<file path="src/rtl/i2c_master.sv">
// rtl/i2c_master.sv - single-byte I2C master driving open-drain SCL/SDA tri-state controls
module i2c_master #(
  parameter int CLK_DIV = 125
) (
  input  logic       I_CLK,
  input  logic       I_RESET,
  input  logic       I_START,
  input  logic       I_RW,
  input  logic [6:0] I_ADDR,
  input  logic [7:0] I_DATA,
  input  logic       I_SCL,
  input  logic       I_SDA,
  output logic       O_SCL_T,
  output logic       O_SDA_T,
  output logic       O_BUSY,
  output logic       O_DONE,
  output logic       O_ACK_ERR,
  output logic [7:0] O_RDATA
);

  localparam int CW = (CLK_DIV > 1) ? $clog2(CLK_DIV) : 1;
  localparam logic [CW-1:0] CNT_LAST = CW'(CLK_DIV - 1);

  typedef enum logic [2:0] {IDLE, START, ADDR, AACK, DATA, DACK, STOP, DONE} state_t;

  state_t        state, state_n;
  logic [CW-1:0] cnt, cnt_n;
  logic [1:0]    qtr, qtr_n;
  logic [2:0]    bit_idx, bit_n;
  logic [7:0]    addr_rw, wdata, rx_sr, rx_n, rdata_n;
  logic          ack_err, ack_err_n;
  logic          scl_n, sda_n;
  logic [1:0]    scl_ff, sda_ff;
  logic          scl_s, sda_s, rw, last, scl_phase, hold, sample;

  assign scl_s     = scl_ff[1];
  assign sda_s     = sda_ff[1];
  assign rw        = addr_rw[0];
  assign last      = (cnt == CNT_LAST);
  assign scl_phase = (state == ADDR) || (state == AACK) || (state == DATA) ||
                     (state == DACK) || (state == STOP);
  // A slave stretching SCL freezes the counter at the end of Q2 until the line reads high.
  assign hold      = scl_phase && (qtr == 2'd2) && last && !scl_s;
  assign sample    = scl_phase && (qtr == 2'd2) && last && !hold;

  assign O_BUSY    = (state != IDLE);
  assign O_DONE    = (state == DONE);
  assign O_ACK_ERR = ack_err;

  function automatic logic [1:0] line_ctl(input state_t st, input logic [1:0] q,
                                          input logic [2:0] b, input logic [7:0] ab,
                                          input logic [7:0] wd, input logic rd);
    logic [1:0] r;
    r = 2'b11;
    case (st)
      START:      r = {1'b1, q == 2'd0};
      ADDR:       r = {q[1], ab[3'd7 - b]};
      AACK, DACK: r = {q[1], 1'b1};
      DATA:       r = {q[1], rd | wd[3'd7 - b]};
      STOP:       r = (q == 2'd0) ? 2'b00 : (q == 2'd1) ? 2'b10 : 2'b11;
      default:    r = 2'b11;
    endcase
    return r;
  endfunction

  always_comb begin
    state_n   = state;
    cnt_n     = cnt;
    qtr_n     = qtr;
    bit_n     = bit_idx;
    rx_n      = rx_sr;
    ack_err_n = ack_err;
    rdata_n   = O_RDATA;
    case (state)
      IDLE: if (I_START) begin
        state_n   = START;
        cnt_n     = '0;
        qtr_n     = 2'd0;
        bit_n     = 3'd0;
        ack_err_n = 1'b0;
      end
      DONE: state_n = IDLE;
      default: begin
        if (!last) begin
          cnt_n = cnt + CW'(1);
        end else if (!hold) begin
          cnt_n = '0;
          qtr_n = qtr + 2'd1;
          if (state == START) begin
            if (qtr == 2'd1) begin
              state_n = ADDR;
              qtr_n   = 2'd0;
              bit_n   = 3'd0;
            end
          end else if (qtr == 2'd3) begin
            case (state)
              ADDR: begin
                bit_n = bit_idx + 3'd1;
                if (bit_idx == 3'd7) state_n = AACK;
              end
              AACK: state_n = ack_err ? STOP : DATA;
              DATA: begin
                bit_n = bit_idx + 3'd1;
                if (bit_idx == 3'd7) state_n = DACK;
              end
              DACK: begin
                state_n = STOP;
                if (rw) rdata_n = rx_sr;
              end
              STOP:    state_n = DONE;
              default: state_n = state;
            endcase
          end
        end
      end
    endcase
    if (sample) begin
      if (state == AACK && sda_s) ack_err_n = 1'b1;
      if (state == DATA && rw) rx_n = {rx_sr[6:0], sda_s};
      if (state == DACK && !rw && sda_s) ack_err_n = 1'b1;
    end
    // Line controls are registered from the next state so they switch cleanly on quarter edges.
    {scl_n, sda_n} = line_ctl(state_n, qtr_n, bit_n, addr_rw, wdata, rw);
  end

  always_ff @(posedge I_CLK) begin
    if (I_RESET) begin
      state   <= IDLE;
      cnt     <= '0;
      qtr     <= 2'd0;
      bit_idx <= 3'd0;
      addr_rw <= 8'd0;
      wdata   <= 8'd0;
      rx_sr   <= 8'd0;
      ack_err <= 1'b0;
      O_RDATA <= 8'd0;
      O_SCL_T <= 1'b1;
      O_SDA_T <= 1'b1;
      scl_ff  <= 2'b11;
      sda_ff  <= 2'b11;
    end else begin
      state   <= state_n;
      cnt     <= cnt_n;
      qtr     <= qtr_n;
      bit_idx <= bit_n;
      rx_sr   <= rx_n;
      ack_err <= ack_err_n;
      O_RDATA <= rdata_n;
      O_SCL_T <= scl_n;
      O_SDA_T <= sda_n;
      scl_ff  <= {scl_ff[0], I_SCL};
      sda_ff  <= {sda_ff[0], I_SDA};
      if (state == IDLE && I_START) begin
        addr_rw <= {I_ADDR, I_RW};
        wdata   <= I_DATA;
      end
    end
  end

endmodule

</file>
<file path="config.mk">
export PLATFORM = sky130hd
export DESIGN_NAME = i2c_master
export DESIGN_NICKNAME = d
export VERILOG_FILES = /design/src/rtl/i2c_master.sv
export SDC_FILE = /design/constraint.sdc
export NUM_CORES = 1
export LEC_CHECK = 0
export BUFFER_PORTS_ARGS = -buffer_cell sky130_fd_sc_hd__buf_2
export CAP_MARGIN = 25
export CORE_MARGIN = 10
export CORE_UTILIZATION = 50
export DETAILED_ROUTE_END_ITERATION = 6
export PLACE_DENSITY_LB_ADDON = 0.05
export SLEW_MARGIN = 40
export SYNTH_ARGS = -nofsm -noshare
export SYNTH_HDL_FRONTEND = slang
export SYNTH_SLANG_ARGS = --single-unit
</file>
<file path="constraint.sdc">
create_clock -name I_CLK -period 3.3 [get_ports I_CLK]
set_clock_uncertainty 0.15 [all_clocks]
set_input_delay 0.33 -clock I_CLK [delete_from_list [all_inputs] [get_ports I_CLK]]
set_output_delay 0.33 -clock I_CLK [all_outputs]
set_load 0.01 [all_outputs]
</file>
# After elaboration in Yosys (flattened, before gate mapping)
# Index checks and enable logic that the tools add are counted.
[word_totals] ff_bits=54 in_bits=21 out_inout_bits=13 word_cells=110
[op_classes] n_addsub=4 n_lt_le_gt_ge=1 n_eq_ne=21 muxes=41 bitwise=5 reduce_logical=25
[ops] operator="3-bit two-way mux" count=15
[ops] operator="3-bit equality test, second input constant" count=8
[ops] operator="7-bit two-way mux" count=3
[ops] operator="3-bit case mux with 5 select lines" count=1
[ops] operator="2-bit two-way mux" count=7
[ops] operator="7-bit case mux with 2 select lines" count=1
[ops] operator="3-bit by 2-bit equality test with 1-bit output, second input constant" count=4
[ops] operator="3-bit case mux with 2 select lines" count=2
[ops] operator="2-bit case mux with 5 select lines" count=1
[ops] operator="1-bit logical AND" count=9
[ops] operator="1-bit two-way mux" count=8
[ops] operator="7-bit by 1-bit adder with 7-bit output, second input constant" count=1
[ops] operator="7-bit equality test, second input constant" count=1
[ops] operator="7-bit AND reduction" count=1
[ops] operator="1-bit binary-select mux with 3-bit select" count=2
[ops] operator="3-bit by 1-bit equality test with 1-bit output, second input constant" count=2
[ops] operator="2-bit OR reduction" count=3
[ops] operator="2-bit by 1-bit equality test with 1-bit output, second input constant" count=2
[ops] operator="2-bit equality test, second input constant" count=2
[ops] operator="1-bit logical OR" count=4
[ops] operator="3-bit by 4-bit less-than comparator with 1-bit output, second input constant" count=1
[ops] operator="1-bit NOT" count=4
[ops] operator="2-bit case mux with 2 select lines" count=1
[ops] operator="3-bit by 1-bit adder with 3-bit output, second input constant" count=1
[ops] operator="other kinds (11)" count=13

# Depth between registers and ports, before layout
# Gate-level depths: netlist of run 1.
[logic_depth] word_depth=16 depth_mapped=11 mapped_depth_nobuf=10

# Least setup slack after synthesis of run 1
# OpenSTA, ideal clock, no wires.
[synth_path] kind="flip-flop to flip-flop" startpoint="register state[1]" endpoint="register O_SDA_T" setup_time_ns=0.120 arrival_time_ns=2.437 t_required_ns=3.030 path_slack_ns=0.593 path_stages_with_launch=11 path_buffers=1 period_less_slack_ns=2.707 path_cell_list="dfxtp_1 > buf_6 > nand3_4 > inv_2 > or4_4 > and2_4 > a211oi_4 > o211ai_1 > o31a_1 > or4_1 > a211o_1"
[synth_between] word_cells_on_any_way=54 classes_between="add/sub: 1; eq/ne: 14; mux: 27; bitwise: 1; reduce/logical: 11"
[synth_rtl] item="start: declaration" line_no="26" text="state_t state, state_n;"
[synth_rtl] item="start signal: assignment" line_no="142" text="state <= state_n;"
[synth_rtl] item="3-bit equality test *"
[synth_rtl] item="via O_DONE" line_no="16" text="output logic O_DONE,"
[synth_rtl] item="3-bit case mux with 2 select lines" line_no="74" text="case (state)"
[synth_rtl] item="3-bit subtractor" line_no="57, 59"
[synth_rtl] item="1-bit binary-select mux with 3-bit select" line_no="59" text="DATA: r = {q[1], rd | wd[3'd7 - b]};"
[synth_rtl] item="1-bit two-way mux (implied by the code)" line_no="59"
[synth_rtl] item="1-bit bitwise OR" line_no="59"
[synth_rtl] item="2-bit case mux with 5 select lines *" line_no="55" text="case (st)"
[synth_rtl] item="end signal: assignment" line_no="150" text="O_SDA_T <= sda_n;"
[synth_rtl] item="end: declaration" line_no="14" text="output logic O_SDA_T,"
# Mark *: on every way through the listed nets, which the timed path passes. The rest lies on a longest branch. The select of a mux whose other input is x is not followed.
# A chain may end at the register's enable or synchronous reset.

# Worst setup path in the final report of run 1
[layout_path] startpoint="register state[1]" endpoint="register O_SDA_T"
[layout_between] elab_chain_cells=16 word_cells_on_any_way=54 classes_between="add/sub: 1; eq/ne: 14; mux: 27; bitwise: 1; reduce/logical: 11"
[layout_rtl] item="3-bit by 2-bit equality test with 1-bit output" line_no="40, 96"
[layout_rtl] item="1-bit logical OR (3 in a row)" line_no="40" text="assign scl_phase = (state == ADDR) || (state == AACK) || (state == DATA) ||"
[layout_rtl] item="1-bit logical OR" line_no="41" text="(state == DACK) || (state == STOP);"
[layout_rtl] item="1-bit logical AND (3 in a row)" line_no="43" text="assign hold = scl_phase && (qtr == 2'd2) && last && !scl_s;"
[layout_rtl] item="3-bit two-way mux" line_no="86" text="end else if (!hold) begin"
[layout_rtl] item="3-bit two-way mux" line_no="84" text="if (!last) begin"
[layout_rtl] item="3-bit case mux with 2 select lines" line_no="74"
[layout_rtl] item="3-bit subtractor" line_no="57, 59"
[layout_rtl] item="1-bit binary-select mux with 3-bit select" line_no="59"
[layout_rtl] item="1-bit two-way mux (implied by the code)" line_no="59"
[layout_rtl] item="1-bit bitwise OR" line_no="59"
[layout_rtl] item="2-bit case mux with 5 select lines *" line_no="55"
# Every way passes the cells marked *; elsewhere a longest branch is shown, timed or not. The select of a mux whose other input is x is not followed.

==> flow_summary.toml, run 1 <==
[status]
status = "completed"

[timing]
slew_headroom_pct = 54.7
period_share_pct = 94.7
hold_viol_final = 0
setup_viol = 0
worstMarginPinSlew_ns = 0.673
drv_slew = 0
tns_ns = 0
fin_crit_ns = 3.13
max_freq_ghz = 0.320
rsz0062_at_grt = "no"

[placement]
globalplace.congestion = 0.910
dp_hpwl_um = 4980
io_buffers = 33
dpl-instance-area_um2 = 3030
place_inst = 440

[global_routing]
track_usage_pct = 15.5
grt_pass1_vias = 2385
grt-ovfl-total = 0
grt_max_degree = 29
antenna_found_initial = 0
grt_pass1_wl_um = 11400

[detailed_routing]
drt_pre_antenna_iters = 4
drc = 0
ant_nets = 0
avgViaCountPerCell = 5.55
vias = 2488
drtIter0Drc = 153
wl_per_cell_um = 15.0
wl_um = 6710

[worst_setup_path]
crit_arrival_ns = 3.19
startpoint = "state[1]$_SDFF_PP0_"
required_ns = 3.37
crit_path_end_kind = "flip-flop"
r2r.worst_path.cells = 8
crit_end = "O_SDA_T$_SDFF_PP1_"
reg2reg_from = "state[1]$_SDFF_PP0_"
rrSetupSlack_ns = 0.17
r2r-end = "O_SDA_T$_SDFF_PP1_"
crit_fanout = 13
crit_type = "flip-flop to flip-flop"
worstSetupStartpointType = "flip-flop"

[layout]
drive_above_1_share_pct = 18.1
area_growth_syn_to_layout_pct = 14.0
diodes = 0
finalInstanceArea_um2 = 3150
final_cell_count_no_fill = 448
nNetsFinal = 400
fin_util_pct = 57.9
fillers = 540

[job]
cap_violations = 0

[floorplan]
initial_utilization_pct = 50.8
die-area_um2 = 8900
ios = 34
fp.dieW_um = 94.3
die_y_um = 94.3
rows = 27
core_area_um2 = 5440

[synthesis]
synth_edf_count = 0
synth_top_area_share_pct = 39.1
ys_seq_area_share_pct = 39.1
yosys.area.top_type = "dfxtp_1"
syn_nets = 365
yosys.cell_types.count = 60
syn_area_per_cell_um2 = 8.13
synth_area_leaders = "dfxtp_1, nand2_1, mux2i_1"
synth_seq_cells = 54
yosys_most_used_dff = "dfxtp_1"
synthCells = 340
yosysWarnings = 0
yosys-top-cells-count = "dfxtp_1, nand2_1, nor2_1"
async_reset_ff_share_pct = 0
synth_area_um2 = 2760

[worst_hold_path]
hp-class = "primary input to flip-flop"
hp-start = "I_SDA"

[power]
ir_drop_uv = 249
leakage_nw = 1.33
power_mw = 1.26
p_per_area_nw_per_um2 = 400

[clock_network]
insertion_delay_ns = 0.31
path_clk_slew_ns = 0.10
cts_tree = "built"
clkSinkCount = 54
cts_buffers = 5
clockRootBuffer = "clkbuf_8"
clockBufferDepth = 2
htreeDepth = 2
hold_buffers = 0
[repair_timing]
item                                    4_1_cts  5_1_grt
endpoints found under the setup margin        0        1
buffers inserted                              0        0
resized for setup                             0        2
[per-stage QoR]
step	worst slack, ns	hold slack [ns]
after floorplan	0.593	0.239
final	0.175	0.0438
after global routing	0.0282	0.0301
after global placement	0.261	0.241
after detailed placement	0.241	0.244
after CTS	0.217	0.0380
[worst max-delay path, cell delays in order, from the launching register on]
cell,delay (ns)
dfxtp_1,0.66
nor2_1,0.13
or4_4,0.54
and2_4,0.18
a211oi_4,0.37
o211ai_1,0.17
o31a_1,0.13
or4_1,0.46
a211o_1,0.23
[cells by family (layout without fill, tap and decap cells)]
group / after synthesis / count (layout) / share of synthesized area, %
buffers and inverters: 25 / 61 / 3.99
and+or+nand+nor: 162 / 162 / 28.9
AOI/OAI and AO/OA: 66 / 66 / 16.1
DFF: 54 / 54 / 39.1
adders and majority gates: 6 / 6 / 2.54
xor gates and xnor gates: 8 / 8 / 2.54
muxes: 19 / 19 / 6.88
[cell usage in the layout (no fill, tap or decap), types with 2 or more instances in the layout]
master     count
dfxtp_1       54
nand2_1       54
nor2_1        43
buf_2         33
a21oi_1       31
mux2i_1       19
buf_4         12
nor3_1         8
nand3_1        8
nand4_1        7
inv_1          6
nand2b_1       6
or2_2          5
and2_1         5
clkbuf_8       5
xnor2_1        4
nor2b_1        4
o21ai_0        4
xor2_1         4
ha_1           4
nor4b_1        3
and4_1         3
a211oi_1       3
nor4_1         3
inv_2          2
o31ai_1        2
a31oi_1        2
a31o_2         2
or4_1          2
maj3_1         2
nand3b_1       2
o211ai_1       2
a221oi_1       2
a2111oi_0      2
[layout make-up]
type	count	area, um2	area share [%]
clock buffers	5	68.8	2.19
inverters	8	30.0	0.954
multi-input cells	261	1580	50.1
flip-flops and latches	54	1080	34.3
clock inverters	3	47.5	1.51
repair buffers	45	255	8.10
well taps	72	90.1	2.86
[state kept, by name, indices dropped and copies added, names as in the netlist]
signal	count
O_RDATA	8
addr_rw	8
rx_sr	8
wdata	8
cnt	7
bit_idx	3
state	3
qtr	2
scl_ff	2
sda_ff	2
O_ACK_ERR	1
O_SCL_T	1
O_SDA_T	1
[where the power goes]
part | switching (mW) | internal [mW] | total (mW)
Clock | 0.231 | 0.230 | 0.462
Combinational | 0.0651 | 0.0462 | 0.111
Sequential | 0.0171 | 0.669 | 0.686
[worst min-delay path by stage]
stage	slack [ns]	depth (start not counted)	endpoint
global placement	0.24	1	sda_ff[1]$_SDFF_PP1_
finish	0.04	2	sda_ff[0]$_SDFF_PP1_
floorplan	0.24	1	scl_ff[1]$_SDFF_PP1_
detailed placement	0.24	1	scl_ff[1]$_SDFF_PP1_
global route	0.03	2	scl_ff[0]$_SDFF_PP1_
CTS	0.04	2	sda_ff[0]$_SDFF_PP1_
[per-layer routing]
layer,GRT usage (%),vias up,wire length [um]
met5,0,-,0
met4,5.44,0,91
met3,4.12,10,332
met2,25.6,61,3180
met1,19.1,1145,3110
li1,-,1272,-
No activity file was read; power rests on OpenSTA's default activity.
==> inputs of run 2 (changes only) <==
HOLD_SLACK_MARGIN = 0.05   (was default)
==> flow_summary.toml, run 2 (synthesis gave the netlist of run 1 again) <==
[status]
status = "completed"

[clock_network]
clockBufferDepth = 2
clockRootBuffer = "clkbuf_8"
cts_buffers = 5
post-cts-setup-buffer-count = 0
insertion_delay_ns = 0.32
path_clk_slew_ns = 0.10
cts_tree = "built"
htreeDepth = 2
clkSinkCount = 54

[layout]
diodes = 0
final_cell_mix = "dfxtp_1, nand2_1, nor2_1"
drive_above_1_share_pct = 18.0
nNetsFinal = 402
fillers = 540
fin_util_pct = 58.3
final_cell_count_no_fill = 450
area_growth_syn_to_layout_pct = 14.7

[placement]
place_inst = 440
place_ws_ns = 0.241
dp_hpwl_um = 4980
io_buffers = 33
globalplace.congestion = 0.910

[power]
power_mw = 1.26
leakage_nw = 1.34
p_per_area_nw_per_um2 = 398
ir_drop_uv = 249

[global_routing]
top_usage_layer = "met2"
grt-ovfl-total = 0
antenna_found_initial = 0
grt_max_degree = 29
grt_util_met3_pct = 4.20
grt_util_met2_pct = 25.7
grt_pass1_wl_um = 11400
grt_pass1_vias = 2391
track_usage_pct = 15.6
use_met1_pct = 19.0

[worst_setup_path]
worstSetupStartpointType = "flip-flop"
crit_arrival_ns = 3.19
crit_type = "flip-flop to flip-flop"
required_ns = 3.37
crit_fanout = 13
crit_path_end_kind = "flip-flop"

[timing]
slew_headroom_pct = 53.2
rsz0062_at_grt = "no"
max_freq_ghz = 0.320
fin_crit_ns = 3.12
drv_slew = 0
setup_viol = 0
tns_ns = 0
worstMarginPinSlew_ns = 0.694
layout_setup_ws_ns = 0.180
hold_viol_final = 0
period_share_pct = 94.6

[floorplan]
die_y_um = 94.3
core_area_um2 = 5440
ios = 34
initial_utilization_pct = 50.8
die-area_um2 = 8900
rows = 27
fp.dieW_um = 94.3

[worst_hold_path]
hp-class = "primary input to flip-flop"

[detailed_routing]
ant_nets = 0
vias = 2488
drtIter0Drc = 179
wl_um = 6740
drt_pre_antenna_iters = 4
avgViaCountPerCell = 5.53
wl_per_cell_um = 15.0
drc = 0

[job]
cap_violations = 0
==> run 2: power by group <==
| part | switching (mW) | internal [mW] |
|---|---|---|
| Sequential | 0.0171 | 0.669 |
| Clock | 0.233 | 0.230 |
| Combinational | 0.0650 | 0.0477 |
| Total | 0.315 | 0.947 |
==> run 2: final timing paths <==
kind / cells after the start / to / startpoint / slack [ns]
setup / recovery: 8 / O_SDA_T$_SDFF_PP1_ / state[1]$_SDFF_PP0_ / 0.18
hold / removal: 3 / addr_rw[7]$_SDFFE_PP0P_ / I_ADDR[6] / 0.09
setup reg to reg: 8 / O_SDA_T$_SDFF_PP1_ / state[1]$_SDFF_PP0_ / 0.18
hold reg to reg: 1 / scl_ff[1]$_SDFF_PP1_ / scl_ff[0]$_SDFF_PP1_ / 0.27
==> run 2: critical path, stage by stage, from the launching register on <==
cell and delay, ns:
dfxtp_1 0.65, nor2_1 0.13, or4_4 0.54, and2_4 0.18
a211oi_4 0.37, o211ai_1 0.17, o31a_1 0.13, or4_1 0.46
a211o_1 0.23
==> run 2: final cells by class <==
class	count	area (um2)	area share, %
Clock inverter	3	47.5	1.50
Multi-Input combinational cell	261	1580	49.7
Timing Repair Buffer	47	275	8.69
Clock buffer	5	68.8	2.17
Tap cell	72	90.1	2.84
Sequential cell	54	1080	34.1
Inverter	8	30.0	0.947
==> run 2: timing repair <==
action / in CTS / in global routing
setup endpoints to repair: 0 / 1
endpoints found under the hold margin: 2 / 0
hold buffers: 2 / 0
gates resized for setup: 0 / 2
==> run 2: routing by layer <==
layer,share of wire [%],vias to the layer above
li1,-,1273
met5,0,-
met2,48,50
met1,46,1158
met3,4.6,7
met4,1.3,0
==> run 2: stage by stage <==
step	hold slack, ns	area (um2)
finish	0.0874	3170
global route	0.0816	3170
CTS	0.0847	3160
detailed placement	0.244	3030
global placement	0.241	3030
floorplan	0.239	2760
